**src/rtl/axi4_lite_lsu_bridge.sv**
```systemverilog
// Load/store bridge: RV32 memory stage <-> AXI4-Lite master command port.
// Decodes funct3 width/sign, drives word-aligned address, byte strobes and
// lane-replicated store data, pulses write_start/read_start, stalls the core
// until the master finishes, and returns the sign/zero-extended load lanes.
// Ports:
//   clk, rst                 clock, synchronous active-high reset
//   mem_read/mem_write       core request levels (held while stall=1)
//   mem_addr/mem_wdata       byte address, store data
//   mem_funct3               access size/sign
//   stall                    combinational pipeline hold
//   load_data/load_valid     registered load result + one-cycle valid
//   access_err               one-cycle pulse: illegal, misaligned or timeout
//   write_*/read_*           master command/response handshake
module axi4_lite_lsu_bridge #(
  parameter int unsigned ADDR_WIDTH     = 32,
  parameter int unsigned DATA_WIDTH     = 32,
  parameter int unsigned TIMEOUT_CYCLES = 255
) (
  input  logic                  clk,
  input  logic                  rst,
  input  logic                  mem_read,
  input  logic                  mem_write,
  input  logic [ADDR_WIDTH-1:0] mem_addr,
  input  logic [DATA_WIDTH-1:0] mem_wdata,
  input  logic [2:0]            mem_funct3,
  output logic                  stall,
  output logic [DATA_WIDTH-1:0] load_data,
  output logic                  load_valid,
  output logic                  access_err,
  output logic                  write_start,
  output logic [ADDR_WIDTH-1:0] write_addr,
  output logic [DATA_WIDTH-1:0] write_data,
  output logic [3:0]            write_strobe,
  input  logic                  write_busy,
  output logic                  read_start,
  output logic [ADDR_WIDTH-1:0] read_addr,
  input  logic [DATA_WIDTH-1:0] read_data,
  input  logic                  read_busy
);

  typedef enum logic [2:0] {IDLE, ISSUE, ACK, WAIT, DONE} state_t;

  state_t                state_q, state_d;
  logic                  is_write_q;
  logic [1:0]            lane_q;
  logic [2:0]            f3_q;
  logic [ADDR_WIDTH-1:0] addr_q;
  logic [7:0]            cnt_q;

  logic                  req, any_req, f3_legal, aligned, accept, reject;
  logic [3:0]            st_strobe;
  logic [DATA_WIDTH-1:0] st_data;
  logic                  busy_sel, tmo_hit, rd_done, tmo_abort;
  logic [7:0]            byte_v;
  logic [15:0]           half_v;
  logic [DATA_WIDTH-1:0] ld_ext;

  // Request decode, alignment check and store lane encoding
  always_comb begin
    any_req  = mem_read | mem_write;
    req      = mem_read ^ mem_write;
    f3_legal = 1'b0;
    if (mem_read) begin
      case (mem_funct3)
        3'b000, 3'b001, 3'b010, 3'b100, 3'b101: f3_legal = 1'b1;
        default:                                f3_legal = 1'b0;
      endcase
    end else begin
      case (mem_funct3)
        3'b000, 3'b001, 3'b010: f3_legal = 1'b1;
        default:                f3_legal = 1'b0;
      endcase
    end
    case (mem_funct3[1:0])
      2'b01:   aligned = ~mem_addr[0];
      2'b10:   aligned = (mem_addr[1:0] == 2'b00);
      default: aligned = 1'b1;
    endcase
    // req already excludes read+write together, so reject covers that case
    accept = req & f3_legal & aligned;
    reject = any_req & ~accept;

    case (mem_funct3[1:0])
      2'b00: begin
        st_strobe = 4'b0001 << mem_addr[1:0];
        st_data   = {4{mem_wdata[7:0]}};
      end
      2'b01: begin
        st_strobe = 4'b0011 << {mem_addr[1], 1'b0};
        st_data   = {2{mem_wdata[15:0]}};
      end
      default: begin
        st_strobe = 4'hF;
        st_data   = mem_wdata;
      end
    endcase
  end

  // Load lane extraction from the latched offset and funct3
  always_comb begin
    byte_v = 8'(read_data >> {lane_q, 3'b000});
    half_v = 16'(read_data >> {lane_q[1], 4'b0000});
    case (f3_q)
      3'b000:  ld_ext = {{24{byte_v[7]}}, byte_v};
      3'b100:  ld_ext = {24'd0, byte_v};
      3'b001:  ld_ext = {{16{half_v[15]}}, half_v};
      3'b101:  ld_ext = {16'd0, half_v};
      default: ld_ext = read_data;
    endcase
  end

  // State register
  always_ff @(posedge clk) begin
    if (rst) state_q <= IDLE;
    else     state_q <= state_d;
  end

  // Next-state logic; progress on busy takes priority over the timeout
  always_comb begin
    state_d   = state_q;
    busy_sel  = is_write_q ? write_busy : read_busy;
    tmo_hit   = (cnt_q == 8'(TIMEOUT_CYCLES - 1));
    rd_done   = 1'b0;
    tmo_abort = 1'b0;
    case (state_q)
      IDLE:  if (accept) state_d = ISSUE;
      ISSUE: state_d = ACK;
      ACK: begin
        if (busy_sel) begin
          state_d = WAIT;
        end else if (tmo_hit) begin
          state_d   = DONE;
          tmo_abort = 1'b1;
        end
      end
      WAIT: begin
        if (!busy_sel) begin
          state_d = DONE;
          rd_done = ~is_write_q;
        end else if (tmo_hit) begin
          state_d   = DONE;
          tmo_abort = 1'b1;
        end
      end
      DONE:    state_d = IDLE;
      default: state_d = IDLE;
    endcase
  end

  // Outputs decoded from state
  always_comb begin
    stall       = ((state_q == IDLE) & accept) | (state_q == ISSUE) |
                  (state_q == ACK) | (state_q == WAIT);
    write_start = (state_q == ISSUE) & is_write_q;
    read_start  = (state_q == ISSUE) & ~is_write_q;
  end

  assign write_addr = addr_q;
  assign read_addr  = addr_q;

  // Datapath: request latch, timeout counter, load capture, pulse flags
  always_ff @(posedge clk) begin
    if (rst) begin
      is_write_q   <= 1'b0;
      lane_q       <= '0;
      f3_q         <= '0;
      addr_q       <= '0;
      write_data   <= '0;
      write_strobe <= '0;
      cnt_q        <= '0;
      load_data    <= '0;
      load_valid   <= 1'b0;
      access_err   <= 1'b0;
    end else begin
      load_valid <= rd_done;
      access_err <= ((state_q == IDLE) & reject) | tmo_abort;
      if (state_q == ISSUE)
        cnt_q <= '0;
      else if (state_q == ACK || state_q == WAIT)
        cnt_q <= cnt_q + 8'd1;
      if (state_q == IDLE && accept) begin
        is_write_q   <= mem_write;
        lane_q       <= mem_addr[1:0];
        f3_q         <= mem_funct3;
        addr_q       <= {mem_addr[ADDR_WIDTH-1:2], 2'b00};
        write_data   <= st_data;
        write_strobe <= st_strobe;
      end
      if (rd_done)
        load_data <= ld_ext;
    end
  end

endmodule
```
**config.mk**
```make
export PLATFORM = sky130hd
export DESIGN_NAME = axi4_lite_lsu_bridge
export DESIGN_NICKNAME = d
export VERILOG_FILES = /design/src/rtl/axi4_lite_lsu_bridge.sv
export SDC_FILE = /design/constraint.sdc
export NUM_CORES = 1
export LEC_CHECK = 0
export CAP_MARGIN = 10
export CORE_MARGIN = 5
export CORE_UTILIZATION = 44
export DETAILED_ROUTE_END_ITERATION = 12
export PLACE_DENSITY = 0.8
export SYNTH_ARGS = -nofsm -noshare
export SYNTH_HDL_FRONTEND = slang
export SYNTH_SLANG_ARGS = --single-unit
export TNS_END_PERCENT = 30
```
**constraint.sdc**
```tcl
create_clock -name clk -period 2.89 [get_ports clk]
set_input_delay 0.7225 -clock clk [delete_from_list [all_inputs] [get_ports clk]]
set_output_delay 0.7225 -clock clk [all_outputs]
set_load 0.05 [all_outputs]
```
==> impl_results.md <==
* Worst r2r src: lane_q[1]$_SDFFE_PP0P_
* Most instantiated cells after synthesis: dfxtp_1, nand2b_1, a21oi_1
* FP Rows at 43
* Syn Inst Count at 680
* RSZ-0062 raised after global routing: no
* Share of cells above drive strength 1 at about 14%
* CTS tree: yes
* Setup CP Type: register to output port
* Number of DRC markers in iteration 0 at 419
* Final ANT Viol Nets at 0
* Clock sink count at 117
* Data arrival, critical path at between 2 and 2.5 ns
* Synth top area share at 37.7%
* R2R Path End: load_data[30]$_SDFFE_PP0P_
* Global-route wire length before repair at 28.9 mm
* Worst-path maximum fanout at 12
* Vias per cell at 5.27
* Largest net degree at the start of global routing at 83
* Most area-consuming cells after synthesis: dfxtp_1, nand2b_1, mux2i_1
* Relative slew slack at 43.1%
* Leak at 3.24 nW
* Num ports at between 200 and 250
* Final WL at 18.2 mm
* Netlist cell types at 63
* GPL Wtd Cong at around 0.85
* Vias in the first global route at 5524
* Final WS setup at between 0.1 and 0.15 ns
* Clock buffer count from CTS at 17
* Clk Latency, worst-skew pair at ~0.42 ns
* Grt ovf at 0
* #FFs+latches synth at 117
* DRC at 0
* Max Clk Rate at between 300 and 400 MHz
* Core area at 13900 um^2
* Hold crit path type: register to register
* Crit path to: read_start
* Outcome: finished, final reports clean
* Setup crit start kind: register
* Clk slew on worst S/H paths at 0.05 ns
* VDD IR-drop max at 0.382 mV
* IO buf count at 237
* Final Critical Period at 2.76 ns
* Pre-CTS setup slack at -0.276 ns
* Via count at 5644
* Max Slew Vio Count at 0
* Top cell type by total area after synthesis: dfxtp_1
* Fillers at 1091
* Number of max-cap violations at 0
* Syn Std Cell Area at 6210 um^2
* Count leader, synth: dfxtp_1
* Final Setup Violations at 0
* DIE HEIGHT at 129 um
* Final Skew at 0.00950 ns
* EDFF count, synth at 0
* Sum Neg Setup Slack at 0 ns
* Layout Nets at between 900 and 1000
* Critical Path RT at around 2.2 ns
* Drt pass-1 iters at 5
* Die area at 16600 um^2
* Least-Margin Pin Slew at 0.852 ns
* Fin. Hold Viols at 0
* Syn avg cell area at 9.13 um^2
* Die W at 129 um
* Part of the Yosys area used for sequential elements at between 30% and 40%
* Initial Utilization at 44.7%
* R2R Setup Slk at approximately 0.65 ns
* Synth Flop Type: dfxtp_1
* Wire per inst at 17.0 um
* Crit path from: state_q[0]$_SDFFE_PP0P_
* Clock root buffer: clkbuf_16
* Antenna violations before repair at 2
* Layout area overhead at 50.0%
* PD cells at 554 nW/um^2
* Fin util at 67.1%
* Reg2reg path depth at 5
* CTS Buffer Depth at 2
* Hpwl dp at 13.2 mm
* H-tree depth at 4
* Fin crit share at a little over nine tenths
* Total GRT Usage at 21.7%
* Synth warn at 0
* Async SR Flop Fraction at 0%
* Critical Path End Type: output port
## per-stage QoR
step	hold slack, ns	instances	power, mW	instance area (um^2)
floorplan	0.471	683	2.43	6230
global placement	0.451	1036	2.83	8580
detailed placement	0.458	1036	2.83	8580
CTS	0.467	1069	5.19	9310
global route	0.501	1070	5.34	9310
finish	0.466	1070	5.16	9310
## worst min path at each step
stage / from / to / slack, ns / cells past startpoint
6_report: write_data[2]$_SDFFE_PP0P_ / write_data[2]$_SDFFE_PP0P_ / 0.47 / 2
5_1_grt: write_data[3]$_SDFFE_PP0P_ / write_data[3]$_SDFFE_PP0P_ / 0.50 / 2
4_1_cts: write_data[0]$_SDFFE_PP0P_ / write_data[0]$_SDFFE_PP0P_ / 0.47 / 2
3_5_place_dp: write_data[0]$_SDFFE_PP0P_ / write_data[0]$_SDFFE_PP0P_ / 0.46 / 2
3_3_place_gp: write_data[7]$_SDFFE_PP0P_ / write_data[7]$_SDFFE_PP0P_ / 0.45 / 2
2_1_floorplan: cnt_q[7]$_SDFFE_PP0P_ / cnt_q[7]$_SDFFE_PP0P_ / 0.47 / 2
## layout by cell type, fill, tap and decap left out, drive strengths merged, types with 5 or more instances in the layout
cell type | synthesis | routed
clkdlybuf4s50 | 0 | 231
dfxtp | 117 | 117
nand2b | 76 | 76
a21oi | 60 | 60
nor2 | 50 | 50
a211oi | 44 | 44
mux2i | 40 | 40
buf | 61 | 32
nand2 | 30 | 30
clkbuf | 31 | 22
o21ai | 19 | 19
nand4b | 15 | 15
inv | 12 | 12
nand3 | 10 | 10
nand3b | 9 | 9
nor3 | 9 | 9
a22o | 8 | 8
mux2 | 7 | 7
o41ai | 7 | 7
a311oi | 7 | 7
xor2 | 6 | 6
ha | 6 | 6
bufinv | 0 | 5
a31o | 5 | 5
## per-layer routing
metal	vias up	GRT usage, %	share of wire (%)	wire length (um)
met5	-	0	0.072	13
met1	2635	26.4	42	7630
met4	2	7.72	2.1	377
met3	31	8.51	9.1	1650
li1	2769	-	-	-
met2	207	34.9	47	8480
## power breakdown
group	internal (mW)	total, mW	switching, mW
Combinational	0.463	1.09	0.624
Sequential	1.68	1.73	0.0524
Clock	1.61	2.34	0.732
## sequential cells by signal, indices dropped and copies added, names as in the netlist, 2 cells and up
| signal | flops |
|---|---|
| state_q | 3 |
| lane_q | 2 |
| read_addr | 30 |
| cnt_q | 8 |
| f3_q | 3 |
| write_strobe | 4 |
| load_data | 32 |
| write_data | 32 |
## what timing repair did
action,4_1_cts,5_1_grt
setup endpoints to repair,1,0
resized for setup,19,0
hold buffers,0,0
buffers inserted,2,0
## cells by family (layout without fill, tap and decap cells)
logic type / after synthesis / count (layout) / share of synthesized area, %
adder cells (fa/ha/maj): 6 / 6 / 1.21
buffers and inverters: 104 / 310 / 9.66
AO/OA/AOI/OAI: 172 / 172 / 22.1
multiplexers: 47 / 47 / 7.72
flip-flops: 117 / 117 / 37.7
XOR/XNOR: 8 / 8 / 1.13
other: 1 / 5 / 0.0604
AND/OR/NAND/NOR: 225 / 225 / 20.4
## worst max-delay path, stage by stage, from the launching register on
cell	delay, ns
dfxtp_1	0.56
nand2_1	0.13
nor2_1	0.11
clkdlybuf4s50_1	0.82
## final cells by class
| class | instances | area, um^2 | share of cell area [%] |
|---|---|---|---|
| Timing Repair Buffer | 267 | 2700 | 29.0 |
| Multi-Input combinational cell | 462 | 3340 | 35.9 |
| Antenna cell | 1 | 2.50 | 0.0269 |
| Clock inverter | 9 | 173 | 1.85 |
| Clock buffer | 22 | 484 | 5.20 |
| Tap cell | 180 | 225 | 2.42 |
| Inverter | 12 | 45.0 | 0.484 |
| Sequential cell | 117 | 2340 | 25.2 |
Note: power is estimated with default switching activity, not from simulation.
